===== src/rtl/reorder_buffer_pkg.sv =====
// Shared sizing constants and entry-type encodings for the reorder buffer.
package reorder_buffer_pkg;

    localparam int unsigned ROB_WIDTH_BIT_DEF = 3;
    localparam int unsigned XLEN              = 32;
    localparam int unsigned REG_ID_W          = 5;

    typedef enum logic [1:0] {
        ROB_TYPE_REG    = 2'd0,
        ROB_TYPE_STORE  = 2'd1,
        ROB_TYPE_BRANCH = 2'd2,
        ROB_TYPE_EXIT   = 2'd3
    } rob_type_e;

endpackage


===== src/rtl/reorder_buffer.sv =====
// Circular in-order retirement queue: allocates on issue, captures CDB results,
// retires the head one per cycle, answers operand queries and flushes on mispredict.
module reorder_buffer
    import reorder_buffer_pkg::*;
#(
    parameter int unsigned ROB_WIDTH_BIT = ROB_WIDTH_BIT_DEF
) (
    input  logic                     clk_in,
    input  logic                     rst_in,
    input  logic                     rdy_in,
    input  logic                     issue_valid,
    input  logic [1:0]               issue_type,
    input  logic [REG_ID_W-1:0]      issue_rd,
    input  logic                     issue_pred_jump,
    input  logic [XLEN-1:0]          issue_alt_pc,
    output logic                     rob_full,
    output logic [ROB_WIDTH_BIT-1:0] issue_rob_id,
    input  logic                     wb_valid,
    input  logic [ROB_WIDTH_BIT-1:0] wb_rob_id,
    input  logic [XLEN-1:0]          wb_value,
    input  logic                     wb_real_jump,
    input  logic [ROB_WIDTH_BIT-1:0] get_rob_id1,
    input  logic [ROB_WIDTH_BIT-1:0] get_rob_id2,
    output logic                     rob_value1_ready,
    output logic [XLEN-1:0]          rob_value1,
    output logic                     rob_value2_ready,
    output logic [XLEN-1:0]          rob_value2,
    output logic [REG_ID_W-1:0]      set_reg_id,
    output logic [XLEN-1:0]          set_val,
    output logic [ROB_WIDTH_BIT-1:0] set_reg_on_rob_id,
    output logic                     commit_store,
    output logic [ROB_WIDTH_BIT-1:0] commit_store_rob_id,
    output logic                     rob_clear,
    output logic [XLEN-1:0]          correct_pc,
    output logic                     halt
);

    localparam int unsigned DEPTH = 1 << ROB_WIDTH_BIT;
    localparam int unsigned CW    = ROB_WIDTH_BIT + 1;

    logic [DEPTH-1:0]         r_busy;
    logic [DEPTH-1:0]         r_ready;
    logic [DEPTH-1:0]         r_pred;
    logic [DEPTH-1:0]         r_real;
    rob_type_e                r_type   [DEPTH];
    logic [REG_ID_W-1:0]      r_rd     [DEPTH];
    logic [XLEN-1:0]          r_value  [DEPTH];
    logic [XLEN-1:0]          r_alt_pc [DEPTH];
    logic [ROB_WIDTH_BIT-1:0] r_head;
    logic [ROB_WIDTH_BIT-1:0] r_tail;
    logic [CW-1:0]            r_count;

    logic w_issue;
    logic w_wb;
    logic w_commit;
    logic w_flush;
    logic w_hit1;
    logic w_hit2;

    assign rob_full     = (r_count == CW'(DEPTH));
    assign issue_rob_id = r_tail;

    // Fullness is evaluated before this cycle's commit, so a freed slot is not reused in the same cycle.
    assign w_issue  = issue_valid & ~rob_full & ~rob_clear;
    assign w_wb     = wb_valid & r_busy[wb_rob_id];
    assign w_commit = r_busy[r_head] & r_ready[r_head] & ~halt;
    assign w_flush  = w_commit & (r_type[r_head] == ROB_TYPE_BRANCH)
                    & (r_real[r_head] != r_pred[r_head]);

    // Operand queries see a same-cycle CDB result through the bypass.
    assign w_hit1           = wb_valid & (wb_rob_id == get_rob_id1);
    assign w_hit2           = wb_valid & (wb_rob_id == get_rob_id2);
    assign rob_value1_ready = r_busy[get_rob_id1] & (r_ready[get_rob_id1] | w_hit1);
    assign rob_value2_ready = r_busy[get_rob_id2] & (r_ready[get_rob_id2] | w_hit2);
    assign rob_value1       = w_hit1 ? wb_value : r_value[get_rob_id1];
    assign rob_value2       = w_hit2 ? wb_value : r_value[get_rob_id2];

    always_ff @(posedge clk_in or posedge rst_in) begin
        if (rst_in) begin
            r_busy              <= '0;
            r_ready             <= '0;
            r_pred              <= '0;
            r_real              <= '0;
            r_head              <= '0;
            r_tail              <= '0;
            r_count             <= '0;
            set_reg_id          <= '0;
            set_val             <= '0;
            set_reg_on_rob_id   <= '0;
            commit_store        <= 1'b0;
            commit_store_rob_id <= '0;
            rob_clear           <= 1'b0;
            correct_pc          <= '0;
            halt                <= 1'b0;
            for (int unsigned i = 0; i < DEPTH; i++) begin
                r_type[i]   <= ROB_TYPE_REG;
                r_rd[i]     <= '0;
                r_value[i]  <= '0;
                r_alt_pc[i] <= '0;
            end
        end else if (rdy_in) begin
            set_reg_id          <= '0;
            set_val             <= '0;
            set_reg_on_rob_id   <= '0;
            commit_store        <= 1'b0;
            commit_store_rob_id <= '0;
            rob_clear           <= 1'b0;
            correct_pc          <= '0;

            if (w_flush) begin
                r_busy  <= '0;
                r_ready <= '0;
                r_head  <= '0;
                r_tail  <= '0;
                r_count <= '0;
            end else begin
                if (w_issue) begin
                    r_busy[r_tail]   <= 1'b1;
                    r_ready[r_tail]  <= (rob_type_e'(issue_type) == ROB_TYPE_EXIT);
                    r_type[r_tail]   <= rob_type_e'(issue_type);
                    r_rd[r_tail]     <= issue_rd;
                    r_pred[r_tail]   <= issue_pred_jump;
                    r_alt_pc[r_tail] <= issue_alt_pc;
                    r_tail           <= r_tail + ROB_WIDTH_BIT'(1);
                end
                if (w_wb) begin
                    r_ready[wb_rob_id] <= 1'b1;
                    r_value[wb_rob_id] <= wb_value;
                    r_real[wb_rob_id]  <= wb_real_jump;
                end
                if (w_commit) begin
                    r_busy[r_head] <= 1'b0;
                    r_head         <= r_head + ROB_WIDTH_BIT'(1);
                end
                r_count <= r_count + CW'(w_issue) - CW'(w_commit);
            end

            // Retirement side effects become visible one cycle after the commit.
            if (w_commit) begin
                unique case (r_type[r_head])
                    ROB_TYPE_REG: begin
                        set_reg_id        <= r_rd[r_head];
                        set_val           <= r_value[r_head];
                        set_reg_on_rob_id <= r_head;
                    end
                    ROB_TYPE_STORE: begin
                        commit_store        <= 1'b1;
                        commit_store_rob_id <= r_head;
                    end
                    ROB_TYPE_BRANCH: begin
                        if (w_flush) begin
                            rob_clear  <= 1'b1;
                            correct_pc <= r_alt_pc[r_head];
                        end
                    end
                    ROB_TYPE_EXIT: begin
                        halt <= 1'b1;
                    end
                    default: ;
                endcase
            end
        end
    end

endmodule

===== config.mk =====
export PLATFORM = sky130hd
export DESIGN_NAME = reorder_buffer
export DESIGN_NICKNAME = d
export VERILOG_FILES = /design/src/rtl/reorder_buffer_pkg.sv /design/src/rtl/reorder_buffer.sv
export SDC_FILE = /design/constraint.sdc
export NUM_CORES = 1
export LEC_CHECK = 0
export CAP_MARGIN = 10
export CORE_MARGIN = 2
export CORE_UTILIZATION = 60
export CTS_CLUSTER_DIAMETER = 80
export CTS_CLUSTER_SIZE = 28
export DETAILED_ROUTE_END_ITERATION = 10
export PLACE_DENSITY_LB_ADDON = 0.12
export REMOVE_ABC_BUFFERS = 1
export SETUP_SLACK_MARGIN = 0.3
export SYNTH_ARGS = -nofsm -noshare
export SYNTH_HDL_FRONTEND = slang
export SYNTH_SLANG_ARGS = --single-unit

===== constraint.sdc =====
create_clock -name clk_in -period 54.1 [get_ports clk_in]
set_input_delay 8.115 -clock clk_in [delete_from_list [all_inputs] [get_ports clk_in]]
set_output_delay 8.115 -clock clk_in [all_outputs]
set_load 0.01 [all_outputs]

==> metrics.yaml <==
outcome: "completed"
path_max_fanout: 49
muxShareOfSynthArea_pct: 35.33
synth_ff_type: "dfrtp_1"
grt_pass1_wl_um: 150000
cts_root_buf: "clkbuf_16"
arrival_ns: 10.96
netlist_instances: 2603
maxCapViolCount: 0
track_usage_pct: 32.54
antenna_found_initial: 10
vias: 23748
dp_hpwl_um: 56460
busiest_layer: "met2"
initial_core_util_pct: 60.84
netlist_area_um2: 35230
finalHoldViolCount: 0
pre_cts_ws_ns: 35.01
cts_resized: 0
yosys.area_share.simple_pct: 3.402
die-area_um2: 60680
syn-mean-instance-area_um2: 13.54
internal_power_w: 0.001297
yosys.area_share.adder_pct: 0.3054
met1_usage_pct: 43.45
drive_gt1_share_pct: 35.94
worstPathRequired_ns: 45.99
crit_top_cell: "buf_4"
worstSkewPairLatency_ns: 0.61
firstDrtPassIters: 5
cts_tree: "yes"
synth_edf_count: 0
min_path_type: "flip-flop to flip-flop"
period_share_pct: 35.26
die_w_um: 246.3
drtIter0Drc: 2135
final_antenna_net_count: 0
async_flop_share_pct: 100.0
power_leakage_nw: 16.82
p_sw_w: 0.0007346
synth_top_family_by_area: "multiplexers"
pwr_density_cell_nw_per_um2: 51.58
overflow: 0
finalClockSkew_ns: 0.03027
met2_usage_pct: 53.89
drc: 0
synth_cell_types: 62
yosys.area_share.xor_xnor_pct: 0.2486
drv_slew: 0
first_global_vias: 24801
cp_slowest_stage_delay_ns: 0.88
path_delay_family: "buffers and inverters"
setup_violations: 0
nNetsFinal: 2778
clockBufferDepth: 3
worst_path_max_delay_cell: "buf_4"
globalplace.congestion: 0.8596
yosysSeqAreaShare_pct: 48.86
die_h_um: 246.3
grt_max_degree: 121
holdBufCountCts: 0
gr-usage-met3_pct: 5.163
ir_worst_vdd_uv: 41.20
finalNonFillerCells: 3470
combPwrFrac_pct: 41.1
ios: 235
wirelength_um: 97820
cts_sinks: 688
max_clock_freq_mhz: 52.43
sw_frac_of_total_pct: 36.17
worst_slack_ns: 35.03
maxSlewHeadroom_pct: 16.20
critPathLaunchType: "input port"
yosys_register_bits: 688
rows: 88
yosysWarnings: 0
worstPathCellList: "buf_4, buf_4, mux4_2, mux2i_1, o21ai_0, clkdlybuf4s50_1"
syn_to_final_growth_pct: 11.76
critPathKind: "input port to output pin"
cts_setup_buffers: 0
min_period_ns: 19.07
wl_per_cell_um: 28.19
synth-compound-area-share_pct: 8.796
cts-buffers-inserted: 37
rsz0062_at_grt: "no"
clk_pin_slew_ns: 0.09
io_buffers: 234
clkPwrFrac_pct: 16.1
path_buf_inv: 3
tightest_slew_ns: 1.254
viasPerCell: 6.844
h-tree-depth: 2
place_inst: 3409
endpoint_kind: "output pin"
seqPwrFrac_pct: 42.8
core_area_um2: 57920
tns_ns: 0
[power groups by stage]
stage	logic [W]	registers (W)	clock network [W]
6_report	0.000834	0.000870	0.000327
5_1_grt	0.000894	0.000891	0.000351
4_1_cts	0.000836	0.000862	0.000332
3_5_place_dp	0.000834	0.000872	0
3_3_place_gp	0.000810	0.000853	0
2_1_floorplan	0.000560	0.000846	0
[metrics by stage]
step                hold WS [ns]  power (W)  utilization [%]  instance area (um^2)
finish                    0.4937   0.002031            67.99                 39380
CTS                       0.4970   0.002030            67.98                 39370
global placement          0.4626   0.001663            65.89                 38160
detailed placement        0.4721   0.001706            65.89                 38160
floorplan                 0.4587   0.001406                -                 34230
global route              0.5105   0.002136            67.99                 39380
[routing by layer]
| layer | part of all wire, % | up-vias | wire length [um] |
|---|---|---|---|
| met5 | 0.073 | - | 71 |
| met4 | 3.6 | 10 | 3492 |
| met3 | 6.6 | 229 | 6502 |
| met2 | 49 | 900 | 48040 |
| met1 | 41 | 12548 | 39710 |
| li1 | - | 10061 | - |
[path summary, 6_finish.rpt]
check | slack, ns | start | endpoint | cells past startpoint
max | 35.03 | get_rob_id1[0] | rob_value1[25] | 6
min | 0.49 | set_val[15] | set_val[15] | 1
max reg2reg | 48.45 | r_head[2] | r_value[252] | 9
min reg2reg | 0.49 | set_val[15] | set_val[15] | 1
max in group asynchronous | 41.84 | rst_in | r_alt_pc[255] | 6
min in group asynchronous | 8.07 | rst_in | set_val[22] | 2
[state kept, by name, summed over array words and instances (netlist names)]
name,cells
r_count,4
rob_clear,1
issue_rob_id,3
commit_store_rob_id,3
set_reg_on_rob_id,3
r_pred,8
set_reg_id,5
commit_store,1
r_busy,8
r_ready,8
r_alt_pc,256
correct_pc,32
r_rd,40
halt,1
r_type,16
set_val,32
r_value,256
r_real,8
r_head,3
[cells in the mapped netlist (47+ instances only)]
| library cell | number | area share [%] |
|---|---|---|
| dfrtp_1 | 688 | 49 |
| mux2_2 | 625 | 20 |
| mux4_2 | 189 | 12 |
| nand2_1 | 139 | 1.5 |
| clkbuf_1 | 138 | 1.5 |
| o21ai_0 | 112 | 1.6 |
| mux2i_1 | 95 | 2.7 |
| buf_1 | 63 | 0.67 |
| o22ai_1 | 62 | 1.1 |
| o221ai_1 | 54 | 1.3 |
| o2bb2ai_1 | 52 | 1.3 |
| buf_2 | 47 | 0.67 |
[kinds of logic after synthesis]
| group | Yosys count |
|---|---|
| muxes | 927 |
| DFF | 688 |
| AOI/OAI and AO/OA | 437 |
| buffers and inverters | 269 |
| and+or+nand+nor | 264 |
| xor gates and xnor gates | 10 |
| adders and majority gates | 8 |
[layout by cell type, fill, tap and decap left out, drive strengths merged, types with 10 or more instances in the layout]
cell type and n:
nand3 20, o221ai 54, buf 64, clkbuf 38, o21ai 112, mux2 643, inv 29, o22ai 62
mux2i 95, o2bb2ai 52, clkdlybuf4s50 227, nand2 139, dfrtp 688, a22o 26, nor2b 17, nor3 17
a21oi 37, o211ai 20, a311oi 10, mux4 189, nor2 35, a211oi 10
[area by class of cell]
type / instances / area [um^2]
diodes: 3 / 7.507
fillers: 4101 / 18540
flip-flops and latches: 688 / 17230
clock inverters: 20 / 279.0
clock buffers: 38 / 929.6
multi-input cells: 1646 / 17150
well taps: 765 / 957.2
repair buffers: 291 / 2745
inverters: 19 / 81.33
(Power assumes the default switching activity.)
